[src/rtl/occ_gtp_pkg.sv]
// rtl/occ_gtp_pkg.sv - state encoding and default timing constants for the GTP link sequencer
package occ_gtp_pkg;

   typedef enum logic [3:0] {
      ST_PLL_RST     = 4'd0,
      ST_WAIT_LOCK   = 4'd1,
      ST_TX_RST      = 4'd2,
      ST_WAIT_TXDONE = 4'd3,
      ST_RX_RST      = 4'd4,
      ST_WAIT_RXDONE = 4'd5,
      ST_ALIGN       = 4'd6,
      ST_LINK_UP     = 4'd7,
      ST_FAULT       = 4'd8
   } gtp_state_t;

   localparam int C_PLL_RST_CYCLES   = 200;
   localparam int C_RST_PULSE_CYCLES = 4;
   localparam int C_TIMEOUT_CYCLES   = 65535;
   localparam int C_ALIGN_CYCLES     = 1024;
   localparam int C_MAX_RETRIES      = 7;
   localparam int C_ERR_THRESHOLD    = 16;
   localparam int C_ERR_WINDOW       = 4096;

   // Bits needed to count up to (largest - 1); the timer compares against count-1.
   function automatic int timer_width(input int a, input int b, input int c, input int d);
      int m;
      m = a;
      if (b > m) m = b;
      if (c > m) m = c;
      if (d > m) m = d;
      return (m > 1) ? $clog2(m) : 1;
   endfunction

endpackage

[src/rtl/occ_gtp_sync2.sv]
// rtl/occ_gtp_sync2.sv - two-flop level synchroniser into the init clock domain
module occ_gtp_sync2 (
   input  logic clk,
   input  logic d,
   output logic q
);

   logic meta;

   always_ff @(posedge clk) begin
      meta <= d;
      q    <= meta;
   end

endmodule

[src/rtl/occ_gtp_link_sequencer.sv]
// rtl/occ_gtp_link_sequencer.sv - GTPE2 tile reset/bring-up sequencer with timeouts and bounded retries
// The rx error-rate relink monitor is built only when OCC_GTP_LINK_MONITOR_EN is defined.
module occ_gtp_link_sequencer
   import occ_gtp_pkg::*;
#(
   parameter int g_PLL_RST_CYCLES   = C_PLL_RST_CYCLES,
   parameter int g_RST_PULSE_CYCLES = C_RST_PULSE_CYCLES,
   parameter int g_TIMEOUT_CYCLES   = C_TIMEOUT_CYCLES,
   parameter int g_ALIGN_CYCLES     = C_ALIGN_CYCLES,
   parameter int g_MAX_RETRIES      = C_MAX_RETRIES,
   parameter int g_ERR_THRESHOLD    = C_ERR_THRESHOLD,
   parameter int g_ERR_WINDOW       = C_ERR_WINDOW
) (
   input  logic       init_clk_i,
   input  logic       init_rst_i,
   input  logic       restart_i,
   input  logic       pll_lock_i,
   input  logic       txresetdone_i,
   input  logic       rxresetdone_i,
   input  logic       rx_err_i,
   output logic       pll_rst_o,
   output logic       txreset_o,
   output logic       rxreset_o,
   output logic       txuserrdy_o,
   output logic       rxuserrdy_o,
   output logic       rxencommaalign_o,
   output logic       link_up_o,
   output logic       fault_o,
   output logic [3:0] state_o,
   output logic [2:0] retry_cnt_o
);

   localparam int TW = timer_width(g_PLL_RST_CYCLES, g_RST_PULSE_CYCLES,
                                   g_TIMEOUT_CYCLES, g_ALIGN_CYCLES);

   logic pll_lock;
   logic txresetdone;
   logic rxresetdone;

   occ_gtp_sync2 u_sync_lock   (.clk(init_clk_i), .d(pll_lock_i),    .q(pll_lock));
   occ_gtp_sync2 u_sync_txdone (.clk(init_clk_i), .d(txresetdone_i), .q(txresetdone));
   occ_gtp_sync2 u_sync_rxdone (.clk(init_clk_i), .d(rxresetdone_i), .q(rxresetdone));

   gtp_state_t    state;
   gtp_state_t    nxt;
   logic [TW-1:0] timer;
   logic [2:0]    retry_cnt;
   logic          bump_retry;
   logic          retry_last;
   logic          lock_lost;
   logic          timed_out;
   logic          monitor_trip;

   assign state_o     = state;
   assign retry_cnt_o = retry_cnt;

   assign retry_last = (int'(retry_cnt) >= g_MAX_RETRIES - 1);
   assign timed_out  = (timer == TW'(g_TIMEOUT_CYCLES - 1));
   assign lock_lost  = !pll_lock &&
                       (state inside {ST_TX_RST, ST_WAIT_TXDONE, ST_RX_RST,
                                      ST_WAIT_RXDONE, ST_ALIGN, ST_LINK_UP});

`ifdef OCC_GTP_LINK_MONITOR_EN
   localparam int EW = $clog2(g_ERR_THRESHOLD + 1);
   localparam int WW = (g_ERR_WINDOW > 1) ? $clog2(g_ERR_WINDOW) : 1;

   logic [EW-1:0] err_cnt;
   logic [WW-1:0] win_cnt;

   assign monitor_trip = (state == ST_LINK_UP) && rx_err_i &&
                         (err_cnt == EW'(g_ERR_THRESHOLD - 1));

   // Window and count restart together; both are held at zero outside LINK_UP.
   always_ff @(posedge init_clk_i) begin
      if (init_rst_i || state != ST_LINK_UP || win_cnt == WW'(g_ERR_WINDOW - 1)) begin
         win_cnt <= '0;
         err_cnt <= '0;
      end else begin
         win_cnt <= win_cnt + 1'b1;
         if (rx_err_i && err_cnt != '1) err_cnt <= err_cnt + 1'b1;
      end
   end
`else
   localparam int unused_err_cfg = g_ERR_THRESHOLD + g_ERR_WINDOW;
   logic unused_rx_err;

   assign unused_rx_err = rx_err_i;
   assign monitor_trip  = 1'b0;
`endif

   always_comb begin
      nxt        = state;
      bump_retry = 1'b0;
      if (restart_i || lock_lost) begin
         nxt = ST_PLL_RST;
      end else begin
         unique case (state)
            ST_PLL_RST:
               if (timer == TW'(g_PLL_RST_CYCLES - 1)) nxt = ST_WAIT_LOCK;
            ST_WAIT_LOCK:
               if (pll_lock) nxt = ST_TX_RST;
               else if (timed_out) begin
                  bump_retry = 1'b1;
                  nxt        = retry_last ? ST_FAULT : ST_PLL_RST;
               end
            ST_TX_RST:
               if (timer == TW'(g_RST_PULSE_CYCLES - 1)) nxt = ST_WAIT_TXDONE;
            ST_WAIT_TXDONE:
               if (txresetdone) nxt = ST_RX_RST;
               else if (timed_out) begin
                  bump_retry = 1'b1;
                  nxt        = retry_last ? ST_FAULT : ST_PLL_RST;
               end
            ST_RX_RST:
               if (timer == TW'(g_RST_PULSE_CYCLES - 1)) nxt = ST_WAIT_RXDONE;
            ST_WAIT_RXDONE:
               if (rxresetdone) nxt = ST_ALIGN;
               else if (timed_out) begin
                  bump_retry = 1'b1;
                  nxt        = retry_last ? ST_FAULT : ST_PLL_RST;
               end
            ST_ALIGN:
               if (!rxresetdone) nxt = ST_RX_RST;
               else if (timer == TW'(g_ALIGN_CYCLES - 1)) nxt = ST_LINK_UP;
            ST_LINK_UP:
               if (!rxresetdone) nxt = ST_RX_RST;
               else if (monitor_trip) begin
                  bump_retry = 1'b1;
                  nxt        = retry_last ? ST_FAULT : ST_RX_RST;
               end
            ST_FAULT:
               nxt = ST_FAULT;
            default:
               nxt = ST_PLL_RST;
         endcase
      end
   end

   // Outputs are decoded from the next state so they register together with it.
   always_ff @(posedge init_clk_i) begin
      if (init_rst_i) begin
         state            <= ST_PLL_RST;
         timer            <= '0;
         retry_cnt        <= '0;
         pll_rst_o        <= 1'b1;
         txreset_o        <= 1'b1;
         rxreset_o        <= 1'b1;
         txuserrdy_o      <= 1'b0;
         rxuserrdy_o      <= 1'b0;
         rxencommaalign_o <= 1'b0;
         link_up_o        <= 1'b0;
         fault_o          <= 1'b0;
      end else begin
         state <= nxt;
         if (nxt != state || restart_i) timer <= '0;
         else if (timer != '1)          timer <= timer + 1'b1;
         if (restart_i)                               retry_cnt <= '0;
         else if (bump_retry && retry_cnt != 3'b111) retry_cnt <= retry_cnt + 1'b1;
         pll_rst_o        <= (nxt inside {ST_PLL_RST, ST_FAULT});
         txreset_o        <= (nxt inside {ST_PLL_RST, ST_WAIT_LOCK, ST_TX_RST, ST_FAULT});
         rxreset_o        <= (nxt inside {ST_PLL_RST, ST_WAIT_LOCK, ST_TX_RST,
                                          ST_WAIT_TXDONE, ST_RX_RST, ST_FAULT});
         txuserrdy_o      <= (nxt inside {ST_WAIT_TXDONE, ST_RX_RST, ST_WAIT_RXDONE,
                                          ST_ALIGN, ST_LINK_UP});
         rxuserrdy_o      <= (nxt inside {ST_WAIT_RXDONE, ST_ALIGN, ST_LINK_UP});
         rxencommaalign_o <= (nxt inside {ST_ALIGN, ST_LINK_UP});
         link_up_o        <= (nxt == ST_LINK_UP);
         fault_o          <= (nxt == ST_FAULT);
      end
   end

endmodule

[config.mk]
export PLATFORM = sky130hd
export DESIGN_NAME = occ_gtp_link_sequencer
export DESIGN_NICKNAME = d
export VERILOG_FILES = /design/src/rtl/occ_gtp_pkg.sv /design/src/rtl/occ_gtp_sync2.sv /design/src/rtl/occ_gtp_link_sequencer.sv
export SDC_FILE = /design/constraint.sdc
export NUM_CORES = 1
export LEC_CHECK = 0
export BUFFER_PORTS_ARGS = -buffer_cell sky130_fd_sc_hd__buf_2
export CELL_PAD_IN_SITES_DETAIL_PLACEMENT = 0
export CELL_PAD_IN_SITES_GLOBAL_PLACEMENT = 1
export CORE_AREA = 2 2 58 82
export CTS_BUF_LIST = sky130_fd_sc_hd__clkbuf_4 sky130_fd_sc_hd__clkbuf_8
export CTS_CLUSTER_SIZE = 24
export DETAILED_ROUTE_END_ITERATION = 8
export DIE_AREA = 0 0 60 84
export PLACE_DENSITY = 0.82
export SETUP_SLACK_MARGIN = 0.4
export SLEW_MARGIN = 20
export SYNTH_ARGS = -nofsm -noshare
export SYNTH_HDL_FRONTEND = slang
export SYNTH_SLANG_ARGS = --single-unit
[constraint.sdc]
create_clock -name init_clk_i -period 3.6 [get_ports init_clk_i]
set_input_delay 1.08 -clock init_clk_i [delete_from_list [all_inputs] [get_ports init_clk_i]]
set_output_delay 1.08 -clock init_clk_i [all_outputs]
set_load 0.005 [all_outputs]
==> impl_metrics.env <==
export IMPL_antenna_found_initial=0
export IMPL_min_path_cells=0
export IMPL_syn_nets=223
export IMPL_status="finished clean"
export IMPL_worstSetupPathType="reg2reg"
export IMPL_setup_viol=0
export IMPL_worst_hold_path_endpoint="u_sync_rxdone.q"
export IMPL_slew_headroom=0.536
export IMPL_vdd_drop_max_mv=0.177
export IMPL_slowest_delay_ps=570
export IMPL_areaGrowthSynthToFinish_pct=12.5
export IMPL_arrival_ps=3130
export IMPL_via_count=1616
export IMPL_yosysSeqAreaShare=0.388
export IMPL_drtPass1Iterations=4
export IMPL_holdBufCountCts=0
export IMPL_final_layout_size_suffix_gt1_frac=0.212
export IMPL_cpLargestDelayFamily="compound AO/OA/AOI/OAI gates"
export IMPL_hp_class="reg2reg"
export IMPL_rsz0062_at_grt="no"
export IMPL_async_reset_ff_frac=0
export IMPL_worstReg2RegStart="timer[0]"
export IMPL_grt_usage=0.187
export IMPL_htreeDepth=2
export IMPL_port_buffers=20
export IMPL_diodes=0
export IMPL_holdWs_ps=328
export IMPL_synth_seq_cells=37
export IMPL_overflow=0
export IMPL_finalMaxSlewViolations=0
export IMPL_yosys_most_used_dff="dfxtp_1"
export IMPL_rows=29
export IMPL_nets=241
export IMPL_critPathSlowestCell="a221o_2"
export IMPL_clk_latency_ps=290
export IMPL_synth_enable_flop_cells=0
export IMPL_cts_resized=0
export IMPL_hold_violations=0
export IMPL_maxCapViolations=0
export IMPL_period_needed_ps=2950
export IMPL_holdCritStartpoint="u_sync_rxdone.meta"
export IMPL_critPathBufInv=0
export IMPL_clkSinkCount=37
export IMPL_post_route_period_util=0.819
export IMPL_r2r_end="timer[1]"
export IMPL_grt_pass1_vias=1577
export IMPL_crit_required_ps=3780
export IMPL_path_cells="ha_1 > or4b_4 > nor4_2 > o2111ai_1 > a31o_1 > a221o_2 > a2111oi_2"
export IMPL_cp_max_fo=16
export IMPL_final_util=0.489
export IMPL_clock_skew_ps=6.23
export IMPL_design_core_area_um2=4390
export IMPL_wl_um=4180
export IMPL_yosysUniqueCellTypes=53
export IMPL_grt_start_max_net_pins=17
export IMPL_p_leak_nw=0.754
export IMPL_setup_tns_ps=0
export IMPL_yosys_warnings=0
export IMPL_die_x_um=60
export IMPL_dieArea_um2=5040
export IMPL_synthCells=212
export IMPL_syn_area_um2=1910
export IMPL_cts_made_buffers=5
export IMPL_grt_pass1_wl_um=7290
export IMPL_worstSetupEndpointType="flip-flop"
export IMPL_root_buffer="clkbuf_8"
export IMPL_cts_max_path_buffers=2
export IMPL_hpwl_um=2990
export IMPL_fmax_mhz=339
export IMPL_cts_tree="done"
export IMPL_clk_transition_reported_paths_ps=70
export IMPL_drt_iter0_markers=56
export IMPL_dieHeight_um=84
export IMPL_worst_pin_slew_ps=694
export IMPL_viasPerCell=5.52
export IMPL_ant_nets=0
export IMPL_start_util=0.435
export IMPL_critPathLaunchType="flip-flop"
export IMPL_power_density_nw_per_um2=353
export IMPL_wl_per_cell_um=14.3
export IMPL_post_cts_buffers=0
export IMPL_postSynthAreaPerCell_um2=9.00
export IMPL_r2r_cells=7
export IMPL_io_pins=22
export IMPL_finalPower_uw=758
export IMPL_place_congestion=0.803
export IMPL_drc_errors=0
export IMPL_r2r_slack_ps=650
==> final cells by class <==
cell class                      instances  area (um^2)
Clock buffer                            7         96.3
Clock inverter                          1         5.00
Fill cell                             446         2240
Inverter                                4         15.0
Multi-Input combinational cell        161         1100
Sequential cell                        37          741
Tap cell                               62         77.6
Timing Repair Buffer                   21          108
==> flip-flops by register name (all words and copies together) (netlist names) <==
name                count
txuserrdy_o             1
pll_rst_o               1
timer                  16
txreset_o               1
u_sync_txdone.meta      1
rxreset_o               1
state_o                 4
u_sync_rxdone.meta      1
u_sync_lock.q           1
u_sync_txdone.q         1
u_sync_rxdone.q         1
fault_o                 1
rxencommaalign_o        1
rxuserrdy_o             1
link_up_o               1
u_sync_lock.meta        1
retry_cnt_o             3
==> power by group <==
| group | leakage [nW] | internal (mW) | switching (mW) |
|---|---|---|---|
| Sequential | 0.301 | 0.414 | 0.00363 |
| Clock | 0.0542 | 0.173 | 0.141 |
| Combinational | 0.399 | 0.00922 | 0.0182 |
| Total | 0.754 | 0.596 | 0.162 |
==> cell families (layout without fill, tap and decap cells) <==
logic type | Yosys count | after routing | share of synthesized area
compound gates | 38 | 38 | 0.148
mux | 4 | 4 | 0.0216
xor+xnor | 12 | 12 | 0.0551
buf+inv | 14 | 33 | 0.0328
fa+ha+maj | 4 | 4 | 0.0262
flops | 37 | 37 | 0.388
simple gates | 103 | 103 | 0.328
==> through the flow <==
stage                     worst slack (ps)  instances  cell area (um^2)
final                                  653        293              2150
after global routing                   466        293              2150
after CTS                              602        293              2150
after detailed placement               635        285              2050
after global placement                 691        285              2050
after floorplan                       1100        212              1910
==> metal layers <==
layer | global-route usage | vias up | share of wire
li1 | - | 823 | -
met1 | 0.207 | 748 | 0.41
met2 | 0.316 | 34 | 0.51
met3 | 0.0403 | 11 | 0.040
met4 | 0.103 | 0 | 0.034
met5 | 0 | - | 0
==> cell usage in the layout (no fill, tap or decap), types with 7 or more instances in the layout <==
| cell | netlist | final |
|---|---|---|
| nor3_1 | 14 | 14 |
| nand2_1 | 16 | 16 |
| nor2_1 | 15 | 15 |
| o21ai_0 | 7 | 7 |
| dfxtp_1 | 37 | 37 |
| clkbuf_8 | 0 | 7 |
| nor3_2 | 10 | 10 |
| nand3_1 | 11 | 11 |
| xnor2_1 | 8 | 8 |
| buf_2 | 2 | 20 |
==> Yosys cell counts (4+ instances only) <==
master	number	share of area
a211oi_1	4	0.016
ha_1	4	0.026
nand4_1	5	0.016
nor2_1	15	0.030
inv_1	4	0.0079
clkbuf_1	7	0.014
o21ai_0	7	0.018
and4_1	5	0.023
nor3_1	14	0.037
nand3_1	11	0.029
xnor2_1	8	0.037
nor3_2	10	0.052
xor2_1	4	0.018
dfxtp_1	37	0.39
nor2b_1	5	0.016
nand2_1	16	0.031
==> how the worst max path moves through the flow <==
stage	from	endpoint	slack, ps	depth (start not counted)
final	timer[0]	timer[1]	650	7
after global routing	timer[0]	timer[1]	470	7
after CTS	timer[0]	timer[1]	600	7
after detailed placement	timer[0]	timer[1]	640	7
after global placement	timer[0]	timer[1]	690	7
after floorplan	timer[0]	timer[0]	1100	8
Note: power is estimated with default switching activity, not from simulation.
